===== config.mk =====
export PLATFORM = sky130hd
export DESIGN_NAME = multicycle_control_fsm
export DESIGN_NICKNAME = d
export VERILOG_FILES = /design/src/rtl/cu_pkg.sv /design/src/rtl/cu_watchdog.sv /design/src/rtl/multicycle_control_fsm.sv
export SDC_FILE = /design/constraint.sdc
export NUM_CORES = 1
export LEC_CHECK = 0
export CELL_PAD_IN_SITES_DETAIL_PLACEMENT = 1
export CELL_PAD_IN_SITES_GLOBAL_PLACEMENT = 2
export CORE_UTILIZATION = 28
export DETAILED_ROUTE_END_ITERATION = 7
export PLACE_DENSITY_LB_ADDON = 0.1
export SLEW_MARGIN = 15
export SYNTH_ARGS = -nofsm -noshare
export SYNTH_HDL_FRONTEND = slang
export SYNTH_HIERARCHICAL = 1
export SYNTH_SLANG_ARGS = --single-unit

===== constraint.sdc =====
create_clock -name clk -period 3.1 [get_ports clk]
set_input_delay 0.62 -clock clk [delete_from_list [all_inputs] [get_ports clk]]
set_output_delay 0.62 -clock clk [all_outputs]
set_load 0.01 [all_outputs]

===== src/rtl/cu_pkg.sv =====
// Shared types, opcode/func encodings and the decode table for the multicycle control unit.
// CU_LONGOP_EN adds the LONG state and the multiply-class function decode.
package cu_pkg;

    typedef enum logic [2:0] {
        ST_FETCH  = 3'd0,
        ST_DECODE = 3'd1,
        ST_EXEC   = 3'd2,
`ifdef CU_LONGOP_EN
        ST_LONG   = 3'd3,
`endif
        ST_MEM    = 3'd4,
        ST_WB     = 3'd5,
        ST_HALT   = 3'd6,
        ST_FAULT  = 3'd7
    } state_e;

    typedef enum logic [2:0] {
        CLS_R, CLS_LOAD, CLS_STORE, CLS_BRANCH, CLS_JUMP, CLS_LONG, CLS_HALT, CLS_NONE
    } cls_e;

    localparam logic [5:0] OP_R    = 6'b000000;
    localparam logic [5:0] OP_LW   = 6'b100011;
    localparam logic [5:0] OP_SW   = 6'b101011;
    localparam logic [5:0] OP_BEQ  = 6'b100000;
    localparam logic [5:0] OP_BNE  = 6'b100010;
    localparam logic [5:0] OP_BLT  = 6'b100101;
    localparam logic [5:0] OP_BGTZ = 6'b000111;
    localparam logic [5:0] OP_BLEZ = 6'b000110;
    localparam logic [5:0] OP_J    = 6'b111110;

    localparam logic [5:0] FN_HALT = 6'b000000;
    localparam logic [5:0] FN_ADD  = 6'b100000;
    localparam logic [5:0] FN_SUB  = 6'b100010;
    localparam logic [5:0] FN_AND  = 6'b100100;
    localparam logic [5:0] FN_OR   = 6'b100101;
    localparam logic [5:0] FN_SLT  = 6'b101010;
    localparam logic [5:0] FN_MUL  = 6'b011000;

    // Control word layout, LSB first: b_src[1:0], op_sel, ext_sel, reg_dst[1:0],
    // wb_src[1:0], mem_write, reg_write, pc_src[1:0].
    localparam int CW_W         = 12;
    localparam int CW_B_SRC     = 0;
    localparam int CW_OP_SEL    = 2;
    localparam int CW_EXT_SEL   = 3;
    localparam int CW_REG_DST   = 4;
    localparam int CW_WB_SRC    = 6;
    localparam int CW_MEM_WRITE = 8;
    localparam int CW_REG_WRITE = 9;
    localparam int CW_PC_SRC    = 10;

    //                                     pc_src reg_w mem_w wb_src reg_dst ext  op   b_src
    localparam logic [CW_W-1:0] CW_RTYPE  = {2'b00, 1'b1, 1'b0, 2'b00, 2'b01, 1'b0, 1'b1, 2'b00};
    localparam logic [CW_W-1:0] CW_LOAD   = {2'b00, 1'b1, 1'b0, 2'b01, 2'b00, 1'b1, 1'b0, 2'b01};
    localparam logic [CW_W-1:0] CW_STORE  = {2'b00, 1'b0, 1'b1, 2'b00, 2'b00, 1'b1, 1'b0, 2'b01};
    localparam logic [CW_W-1:0] CW_BRANCH = {2'b11, 1'b0, 1'b0, 2'b00, 2'b00, 1'b1, 1'b0, 2'b00};
    localparam logic [CW_W-1:0] CW_JUMP   = {2'b10, 1'b0, 1'b0, 2'b00, 2'b00, 1'b0, 1'b0, 2'b00};
    localparam logic [CW_W-1:0] CW_MUL    = {2'b00, 1'b1, 1'b0, 2'b10, 2'b01, 1'b0, 1'b1, 2'b00};

    typedef struct packed {
        logic [CW_W-1:0] word;
        cls_e            cls;
        logic            legal;
    } dec_t;

    function automatic dec_t cu_decode(input logic [5:0] op, input logic [5:0] fn);
        dec_t d;
        d.word  = '0;
        d.cls   = CLS_NONE;
        d.legal = 1'b0;
        case (op)
            OP_R: begin
                if (fn == FN_HALT) begin
                    d.cls   = CLS_HALT;
                    d.legal = 1'b1;
                end else if (fn inside {FN_ADD, FN_SUB, FN_AND, FN_OR, FN_SLT}) begin
                    d.word  = CW_RTYPE;
                    d.cls   = CLS_R;
                    d.legal = 1'b1;
                end
`ifdef CU_LONGOP_EN
                else if (fn == FN_MUL) begin
                    d.word  = CW_MUL;
                    d.cls   = CLS_LONG;
                    d.legal = 1'b1;
                end
`endif
            end
            OP_LW: begin
                d.word  = CW_LOAD;
                d.cls   = CLS_LOAD;
                d.legal = 1'b1;
            end
            OP_SW: begin
                d.word  = CW_STORE;
                d.cls   = CLS_STORE;
                d.legal = 1'b1;
            end
            OP_BEQ, OP_BNE, OP_BLT, OP_BGTZ, OP_BLEZ: begin
                d.word  = CW_BRANCH;
                d.cls   = CLS_BRANCH;
                d.legal = 1'b1;
            end
            OP_J: begin
                d.word  = CW_JUMP;
                d.cls   = CLS_JUMP;
                d.legal = 1'b1;
            end
            default: ;
        endcase
        return d;
    endfunction

endpackage


===== src/rtl/cu_watchdog.sv =====
// Wait-cycle counter for the control unit; o_expire flags the last permitted wait cycle
// so the FSM can still let a same-cycle completion win over the fault.
module cu_watchdog #(
    parameter int TMO_W       = 4,
    parameter int MEM_TIMEOUT = 15
) (
    input  logic clk,
    input  logic rst_n,
    input  logic i_clear,
    input  logic i_enable,
    output logic o_expire
);

    logic [TMO_W-1:0] r_count;

    // NOTE: state registers use non-blocking assignments so every flop samples pre-edge values.
    always_ff @(posedge clk) begin
        if (!rst_n || i_clear) begin
            r_count <= '0;
        end else if (i_enable) begin
            r_count <= r_count + TMO_W'(1);
        end
    end

    assign o_expire = (r_count == TMO_W'(MEM_TIMEOUT - 1));

endmodule


===== src/rtl/multicycle_control_fsm.sv =====
// Multicycle control unit: FETCH/DECODE/EXEC/MEM/WB sequencing with memory handshake and watchdog.
// Define CU_LONGOP_EN to enable the LONG state and the alu_start/alu_done handshake.
module multicycle_control_fsm
    import cu_pkg::*;
#(
    parameter int OP_W        = 6,
    parameter int FUNC_W      = 6,
    parameter int TMO_W       = 4,
    parameter int MEM_TIMEOUT = 15
) (
    input  logic              clk,
    input  logic              rst_n,
    input  logic [OP_W-1:0]   opcode,
    input  logic [FUNC_W-1:0] func,
    input  logic              zero,
    input  logic              mem_ready,
    input  logic              alu_done,
    output logic              ir_load,
    output logic              pc_load,
    output logic              mem_req,
    output logic              cu_mem_write,
    output logic              cu_reg_write,
    output logic              cu_op_sel,
    output logic              cu_ext_sel,
    output logic [1:0]        cu_pc_src,
    output logic [1:0]        cu_reg_dst,
    output logic [1:0]        cu_b_src,
    output logic [1:0]        cu_wb_src,
    output logic              alu_start,
    output logic              halted,
    output logic              fault
);

    state_e          r_state;
    state_e          w_next_state;
    logic [CW_W-1:0] r_word;
    cls_e            r_class;
    logic            r_active;
    dec_t            w_dec;
    logic            w_waiting;
    logic            w_wd_clear;
    logic            w_wd_expire;

    assign w_dec = cu_decode(opcode, func);

    // r_active is low for the cycle following a reset edge, holding every control at 0 then.
    always_ff @(posedge clk) begin
        if (!rst_n) begin
            r_state  <= ST_FETCH;
            r_word   <= '0;
            r_class  <= CLS_NONE;
            r_active <= 1'b0;
        end else begin
            r_state  <= w_next_state;
            r_active <= 1'b1;
            if (r_state == ST_DECODE) begin
                r_word  <= w_dec.word;
                r_class <= w_dec.cls;
            end
        end
    end

`ifdef CU_LONGOP_EN
    logic r_long_entry;

    always_ff @(posedge clk) begin
        if (!rst_n) begin
            r_long_entry <= 1'b0;
        end else begin
            r_long_entry <= (r_state == ST_EXEC) && (w_next_state == ST_LONG);
        end
    end
`else
    logic w_unused_alu_done;
    assign w_unused_alu_done = alu_done;
`endif

    // NOTE: every always_comb output gets a default first, so no path can infer a latch.
    always_comb begin
        w_next_state = r_state;
        w_waiting    = 1'b0;
        ir_load      = 1'b0;
        pc_load      = 1'b0;
        mem_req      = 1'b0;
        cu_mem_write = 1'b0;
        cu_reg_write = 1'b0;
        cu_op_sel    = 1'b0;
        cu_ext_sel   = 1'b0;
        cu_pc_src    = 2'b00;
        cu_reg_dst   = 2'b00;
        cu_b_src     = 2'b00;
        cu_wb_src    = 2'b00;
        alu_start    = 1'b0;
        if (r_active) begin
            case (r_state)
                ST_FETCH: begin
                    mem_req   = 1'b1;
                    w_waiting = !mem_ready;
                    if (mem_ready) begin
                        ir_load      = 1'b1;
                        pc_load      = 1'b1;
                        w_next_state = ST_DECODE;
                    end else if (w_wd_expire) begin
                        w_next_state = ST_FAULT;
                    end
                end
                ST_DECODE: begin
                    if (!w_dec.legal)              w_next_state = ST_FAULT;
                    else if (w_dec.cls == CLS_HALT) w_next_state = ST_HALT;
                    else                           w_next_state = ST_EXEC;
                end
                ST_EXEC: begin
                    cu_b_src   = r_word[CW_B_SRC +: 2];
                    cu_op_sel  = r_word[CW_OP_SEL];
                    cu_ext_sel = r_word[CW_EXT_SEL];
                    case (r_class)
                        CLS_R:               w_next_state = ST_WB;
                        CLS_LOAD, CLS_STORE: w_next_state = ST_MEM;
                        CLS_BRANCH: begin
                            pc_load      = 1'b1;
                            cu_pc_src    = zero ? 2'b00 : r_word[CW_PC_SRC +: 2];
                            w_next_state = ST_FETCH;
                        end
                        CLS_JUMP: begin
                            pc_load      = 1'b1;
                            cu_pc_src    = r_word[CW_PC_SRC +: 2];
                            w_next_state = ST_FETCH;
                        end
`ifdef CU_LONGOP_EN
                        CLS_LONG:            w_next_state = ST_LONG;
`endif
                        default:             w_next_state = ST_FAULT;
                    endcase
                end
`ifdef CU_LONGOP_EN
                ST_LONG: begin
                    alu_start = r_long_entry;
                    w_waiting = !alu_done;
                    if (alu_done)         w_next_state = ST_WB;
                    else if (w_wd_expire) w_next_state = ST_FAULT;
                end
`endif
                ST_MEM: begin
                    mem_req      = 1'b1;
                    cu_mem_write = r_word[CW_MEM_WRITE];
                    w_waiting    = !mem_ready;
                    if (mem_ready) begin
                        w_next_state = (r_class == CLS_STORE) ? ST_FETCH : ST_WB;
                    end else if (w_wd_expire) begin
                        w_next_state = ST_FAULT;
                    end
                end
                ST_WB: begin
                    cu_reg_write = r_word[CW_REG_WRITE];
                    cu_reg_dst   = r_word[CW_REG_DST +: 2];
                    cu_wb_src    = r_word[CW_WB_SRC +: 2];
                    w_next_state = ST_FETCH;
                end
                ST_HALT, ST_FAULT: ;
                default: w_next_state = ST_FAULT;
            endcase
        end
    end

    // Any state change restarts the wait count, so each FETCH/MEM/LONG visit starts at zero.
    assign w_wd_clear = (w_next_state != r_state);

    cu_watchdog #(
        .TMO_W       (TMO_W),
        .MEM_TIMEOUT (MEM_TIMEOUT)
    ) u_watchdog (
        .clk      (clk),
        .rst_n    (rst_n),
        .i_clear  (w_wd_clear),
        .i_enable (w_waiting),
        .o_expire (w_wd_expire)
    );

    assign halted = (r_state == ST_HALT);
    assign fault  = (r_state == ST_FAULT);

endmodule


==> results.yml <==
outcome:
  status: "complete, no violations"
synthesis:
  synth_warnings: 6
  yosysTopAreaCellShare: 0.258
  synth.cell_area_um2: 1480
  synth_edf_count: 0
  netlist_top_cells_count: "nor2_1, dfxtp_1, o21ai_0, and2_1, nand2_1"
  synth-seq-area-share: 0.258
  ys_types: 54
  yosys_register_bits: 19
  synth_flop_cell: "dfxtp_1"
  synth_area_per_cell_um2: 7.93
  synth_largest_area_cell: "dfxtp_1"
  async_reset_ff_frac: 0
  synthCells: 186
  ys_top_cells_by_area: "dfxtp_1, nor2_1, o21ai_0"
  synth_most_common_cell: "nor2_1"
clock_network:
  cts_sinks: 19
  cts_buffers: 3
  cts_root_buf: "clkbuf_8"
  cts_tree: "done"
  clock_path_buffers: 2
  clk_latency_ps: 260
  cts_htree_levels: 1
  holdBufCountCts: 0
  path_clk_slew_ps: 80
detailed_routing:
  drc: 0
  postRouteWirelength_mm: 4.37
  via_per_inst: 4.97
  routedWlPerCell_um: 14.9
  drt_iter0_markers: 78
  final_antenna_net_count: 0
  vias: 1461
  drt_pre_antenna_iters: 4
placed_design:
  dp_slack_ps: -239
  gp_congestion: 0.836
  dp_hpwl_mm: 3.47
  portBuffers: 29
  dp.cells: 290
floorplan:
  die_height_um: 74.6
  coreArea_um2: 5070
  start_util: 0.291
  num_rows: 26
  ios: 35
  die_area_um2: 5560
  die_width_um: 74.6
global_route:
  grt_max_degree: 19
  grt_overflow: 0
  grt_usage: 0.171
  grt_pass1_wl_mm: 7.19
  grt_pass1_vias: 1462
  antenna_found_initial: 0
power:
  finalPower_mw: 0.602
  peakVddDrop_v: 0.000151
  p_per_area_nw_per_um2: 318
  p_leak_nw: 0.726
worst_setup_path:
  cp.arrival_ps: 3130
  cp-end-kind: "flip-flop"
  crit_type: "primary input to flip-flop"
  worstPathRequired_ps: 3300
  cp-start-kind: "primary input"
  crit_fanout: 6
cells_and_area:
  nets: 244
  antenna_cells: 0
  fin_cells: 294
  utilization: 0.374
  drive_above_1_share: 0.165
  area_delta_synth_final_pct: 28.5
sta:
  worst_hold_slack_ps: 475
  hold_violations: 0
  period_share: 0.947
  clock_skew_ps: 5.29
  maxSlewViolCount: 0
  fin_crit_ps: 2930
  setup-violations-final: 0
  relSlewSlack: 0.544
  max_freq_mhz: 341
  worst_pin_slew_ps: 681
  grt_setup_unrepaired: "false"
  worst_slack_ps: 165
worst_hold_path:
  min_path_type: "flip-flop to flip-flop"
job:
  drv_cap: 0
[registers in the layout (all words and copies together), names as in the netlist]
register / cells
u_watchdog/r_count: 4
r_class: 3
r_word: 8
r_state: 3
r_active: 1
[power by group]
| group | internal, mW | switching [mW] | total [mW] |
|---|---|---|---|
| clock network | 0.0915 | 0.0878 | 0.179 |
| registers | 0.254 | 0.0134 | 0.267 |
| logic | 0.0763 | 0.0794 | 0.156 |
| total | 0.422 | 0.181 | 0.602 |
[stage by stage]
step,instance area [um2],TNS [ps]
3_5_place_dp,1830,-582
2_1_floorplan,1490,0
4_1_cts,1880,0
3_3_place_gp,1830,-170
5_1_grt,1900,0
6_report,1900,0
[metal layers]
metal	routed length (um)	vias up	share of wire	GRT usage
met4	34	0	0.0078	0.0377
met1	1950	711	0.44	0.208
li1	-	729	-	-
met2	2290	19	0.52	0.313
met3	100	2	0.023	0.0298
met5	0	-	0	0
[placed cells by master, fill, tap and decap left out, types with 2 or more instances in the layout]
| master | instances |
|---|---|
| clkdlybuf4s50_1 | 29 |
| nor2_1 | 26 |
| dfxtp_1 | 19 |
| o21ai_0 | 16 |
| buf_4 | 13 |
| and2_1 | 12 |
| nand2_1 | 12 |
| a21oi_1 | 10 |
| nand3b_1 | 6 |
| inv_1 | 5 |
| o21a_1 | 4 |
| and3_1 | 4 |
| or2b_2 | 4 |
| a21boi_0 | 4 |
| conb_1 | 4 |
| or2_2 | 3 |
| nand3_1 | 3 |
| nor4b_1 | 3 |
| clkbuf_8 | 3 |
| nand4b_1 | 2 |
| nor2b_1 | 2 |
| nor3_2 | 2 |
| or4_1 | 2 |
| nor3b_1 | 2 |
| a211oi_1 | 2 |
| nand2b_1 | 2 |
| mux2i_1 | 2 |
| ha_1 | 2 |
[layout make-up]
cell class	count	area [um2]
clock buffer	4	45.0
tap	70	87.6
inverter	5	18.8
timing repair buffer	42	388
sequential	19	380
fill	643	3180
multi-input combinational	154	976
[worst paths after layout]
check | startpoint | to | slack, ps | depth (start not counted)
worst max-delay path | opcode[2] | u_watchdog/r_count[3]$_SDFFE_PP0P_ | 170 | 9
worst max register to register | r_state[0]$_SDFF_PN0_ | u_watchdog/r_count[3]$_SDFFE_PP0P_ | 350 | 9
worst min-delay path | r_word[6]$_SDFFE_PN0P_ | r_word[6]$_SDFFE_PN0P_ | 480 | 2
worst min register to register | r_word[6]$_SDFFE_PN0P_ | r_word[6]$_SDFFE_PN0P_ | 480 | 2
[worst max-delay path, cell delays in order]
cell	delay, ps
clkdlybuf4s50_1	510
or3b_2	490
a21oi_1	150
o21ai_0	150
a31o_2	260
a2bb2oi_1	150
a211o_1	330
or3b_1	350
mux2i_1	110
[cells by family after synthesis]
group,Yosys count,share of synthesized area
muxes,3,0.0212
DFF,19,0.258
buffers and inverters,16,0.0992
adders and majority gates,2,0.0170
and+or+nand+nor,94,0.371
xor gates and xnor gates,1,0.00594
other,1,0.00254
AOI/OAI and AO/OA,50,0.225
[what timing repair did]
| item | CTS | global route |
|---|---|---|
| endpoints found under the setup margin | 0 | 2 |
| buffers inserted | 0 | 0 |
| gates resized for setup | 0 | 3 |
(Power assumes the default switching activity.)
==> edit 1 (same flow settings) <==
Build with the macro `CU_LONGOP_EN` defined.
--- a/src/rtl/cu_pkg.sv
+++ b/src/rtl/cu_pkg.sv
@@ -1,4 +1,6 @@
 // Shared types, opcode/func encodings and the decode table for the multicycle control unit.
 // CU_LONGOP_EN adds the LONG state and the multiply-class function decode.
+`define CU_LONGOP_EN
+
 package cu_pkg;
 
Function: changed (a bounded check fails within 4 cycles, from zero or initial values and one cycle with rst_n low).
==> edit 1 against the unedited design <==
- critical path type is now input pin to primary output
- sequential share of layout area fell by 0.68 points
- critical endpoint is now cu_pc_src[0]
- final area rose by 14%
- global-route usage fell by 0.86 points
- count of clock-buffer cells in the layout fell by 1
- critical path depth is 4 lower
- area after synthesis up 12%
- utilization increased by 1.3 points
- via count is 16% higher
- fmax is 0.85% lower
- sequential cell count up 2
- power up 13%
- wire length increased by 11%
- worst setup slack worse by 0.025 ns
- die area rose by 11%
==> edit 1: results (changes against the unedited design) <==
[sta]
fin_tns_setup_ns=0  ; unchanged
skew_ns=0.006835  ; +0.001541 ns

[route]
drtIter0Drc=85  ; +9.0%
vias_per_cell=5.155  ; +3.7%
wl_per_cell_um=14.72  ; -1.0%
final_antenna_net_count=0  ; unchanged
drt-pass1-iter-count=5  ; +1

[clock_tree]
htree_num_levels=1  ; unchanged
numCtsBuffers=3  ; unchanged
clock_latency_ns=0.26  ; about the same
clockBufferDepth=2  ; unchanged
cts_resized=0  ; unchanged
clkTransAtPathRegs_ns=0.08  ; about the same
root_buffer=clkbuf_8

[finish]
drive_above_1_share_pct=13.18  ; -3.3 points
nFillCells=724  ; +13%
stdcell_count=330  ; +12%
largestRegisters=r_word: 9 flops, u_watchdog/r_count: 4 flops
num-nets-final=278  ; +14%
diodes=0  ; unchanged

[synth]
async_flop_share_pct=0  ; unchanged
yosysSeqAreaShare_pct=25.49  ; -0.29 points
netlist_top_cells_count=23 x nand2_1, 21 x dfxtp_1, 20 x a21oi_1
ys_types=55  ; +1.9%
syn_inst=218  ; +17%
synth.area.top_cells=dfxtp_1 25%, a21oi_1 6.1%, nand2_1 5.2%, nor2_1 3.9%, o21ai_0 3.0%

[global_routing]
first_global_vias=1576  ; +7.8%
track_usage_pct=16.28  ; -0.86 points
grt_pass1_wl_um=8024  ; +12%
grt_remaining_overflow=0  ; unchanged

[min_path]
whs_path_depth=2  ; unchanged

[critical_path]
cp_max_fo=2  ; -4
reg2reg_depth=8  ; -1
arrival_ns=2.34  ; -0.79 ns

[place]
dpl_worst_slack_ns=0.1203  ; +0.3590 ns
io_buffer_count=32  ; +10%
dp_hpwl_um=3771  ; +8.6%
gp_congestion=0.8209  ; -1.7%

[power]
leakagePower_uw=0.0007896  ; +8.8%
peakVddDrop_mv=0.1570  ; +4.1%

[status]
status=complete, no violations

## edit 1: cell count changes after synthesis, sizes merged, moves of 4 or more
cell / unedited run / this run
nand2: 12 / 23
a21oi: 10 / 20
nor2: 26 / 18
nor3: 3 / 9
o21ai: 16 / 10
and2: 12 / 7
a211oi: 3 / 7
a21boi: 4 / 0
buf: 6 / 10
nand2b: 2 / 6
or2b: 4 / 0
## edit 1: path summary, 6_finish.rpt
path / startpoint / end / slack [ns]
setup / recovery: zero / cu_pc_src[0] / 0.14
hold reg to reg: r_word[0] / r_word[0] / 0.45
setup reg to reg: r_state[0] / u_watchdog/r_count[3] / 0.66
hold / removal: r_word[0] / r_word[0] / 0.45
## edit 1: kinds of logic (layout without fill, tap and decap cells)
kind of cell,after synthesis,in the layout,share of synthesized area (%)
AOI/OAI and AO/OA,61,61,26.48
buffers and inverters,21,60,6.220
muxes,2,2,1.214
DFF,21,21,25.49
xor gates and xnor gates,1,1,0.5312
other,1,2,0.2274
adders and majority gates,2,2,1.517
and+or+nand+nor,109,109,38.32
## edit 1: area by class of cell
cell class | count | share of cell area, %
Tap cell | 72 | 4.155
Multi-Input combinational cell | 177 | 52.11
Timing Repair Buffer | 51 | 21.35
Clock inverter | 1 | 0.2308
Clock buffer | 3 | 1.904
Sequential cell | 21 | 19.39
Inverter | 5 | 0.8656
## edit 1: metrics by stage
stage / total power (uW) / cell area (sq um)
after floorplan: 418.3 / 1653
after global placement: 502.6 / 2122
after detailed placement: 502.2 / 2122
after CTS: 690.5 / 2168
after global routing: 723.1 / 2168
final: 680.5 / 2168
## edit 1: critical path, stage by stage
cell and delay (ns):
clkdlybuf4s50_1 0.40, or4bb_1 0.47, a21oi_1 0.19, and2_1 0.14, clkdlybuf4s50_1 0.52
## edit 1: where the power goes
part / switching [uW] / total (uW) / internal (uW)
Clock: 95.7 / 185 / 89.7
Combinational: 107 / 200 / 92.2
Sequential: 13.4 / 296 / 282
## edit 1: metal layers
layer  global-route usage [%]  up-vias  share of wire [%]
met5                        0        -                  0
met4                    3.889        0               0.97
met3                    1.724        4                2.3
met2                    25.13       32                 44
met1                    23.95      785                 52
li1                         -      880                  -
==> edit 2 (same settings) <==
Made on the original files. Encoding of `cls_e`: now one-hot (8 bits for 8 values).
--- a/src/rtl/cu_pkg.sv
+++ b/src/rtl/cu_pkg.sv
@@ -16,6 +16,6 @@
     } state_e;
 
-    typedef enum logic [2:0] {
-        CLS_R, CLS_LOAD, CLS_STORE, CLS_BRANCH, CLS_JUMP, CLS_LONG, CLS_HALT, CLS_NONE
+    typedef enum logic [7:0] {
+        CLS_R = 8'b00000001, CLS_LOAD = 8'b00000010, CLS_STORE = 8'b00000100, CLS_BRANCH = 8'b00001000, CLS_JUMP = 8'b00010000, CLS_LONG = 8'b00100000, CLS_HALT = 8'b01000000, CLS_NONE = 8'b10000000
     } cls_e;
 
Check against the original RTL: no difference found for any inputs over 10 cycles, from zero or initial values and one cycle with rst_n low; not proved beyond that.
==> edit 2 against the unedited design <==
- largest power group unchanged
- worst hold slack better by 0.015 ns
- worst setup slack got worse by 0.012 ns
- sequential cell count is the same
- area after synthesis decreased by 9.8%
- global-route usage is 0.13 points lower
- wire length shrank 3.9%
- register-to-register slack better by 0.33 ns
- power is 0.65% lower
- final area is 2.9% lower
==> edit 2: results (changes against the unedited design) <==
[route]
route.met2.wl_um=2044  ; -11%
wl_met1_um=2034  ; +4.6%
drt_wl_total_um=4201  ; -3.9%
drt-pass1-iter-count=6  ; +2
wl_met3_um=109  ; +9.0%

[global_routing]
grt_pass1_wl_um=6879  ; -4.3%
met3_usage_pct=3.704  ; +0.72 points
gr-usage-met2_pct=29.70  ; -1.6 points
first_global_vias=1463  ; +0.068%

[sta]
skew_ns=0.003921  ; -0.001372 ns
whs_ns=0.4904  ; +0.01534 ns

[finish]
drive_above_1_share_pct=11.98  ; -4.5 points

[place]
gp_congestion=0.8510  ; +1.9%
dp_hpwl_um=3211  ; -7.5%
dpl_worst_slack_ns=-0.2154  ; +0.02327 ns

[critical_path]
r2r_setup_slack_ns=0.68  ; +0.33 ns
critPathMaxStageDelay_ns=0.42  ; -0.09 ns

[synth]
netlist_top_cells_count=22 x nand2_1, 19 x dfxtp_1, 19 x nor2_1
ys_types=51  ; -5.6%
syn_avg_cell_area_sq_um=7.389  ; -6.8%

[min_path]
whs_endpoint=r_word[0]
holdCritStartpoint=r_word[0]

[power]
intPower_uw=416.5  ; -1.2%
leakagePower_uw=0.0007023  ; -3.3%

[status]
status=complete, no violations

==> edit 2: cell types whose count changed in the layout (fill, tap and decap cells not counted), sizes merged, moves of 3 or more <==
cell	unedited run	this run
or2b	4	0
nor2	26	19
and2	12	6
nor3	3	12
nand2	12	22
o21ai	16	6
nor4b	3	0
==> edit 2: cell type report <==
class | instances | area, sq um
clock buffers | 3 | 41.29
clock inverters | 1 | 5.005
fillers | 536 | 2634
inverters | 6 | 22.52
multi-input cells | 146 | 935.9
flip-flops and latches | 19 | 380.4
well taps | 52 | 65.06
repair buffers | 42 | 390.4
==> edit 2: cell families after synthesis <==
group	Yosys count	share of synthesized area (%)
simple gates	94	37.07
compound gates	40	21.54
flops	19	28.60
buf+inv	18	6.302
xor+xnor	3	1.976
mux	3	2.352
fa+ha+maj	2	1.881
other cells	1	0.2819
==> edit 2: timing repair <==
item / in CTS / in global routing
endpoints found under the setup margin: 0 / 2
hold buffers: 0 / 0
resized for setup: 0 / 9
buffers inserted: 0 / 1
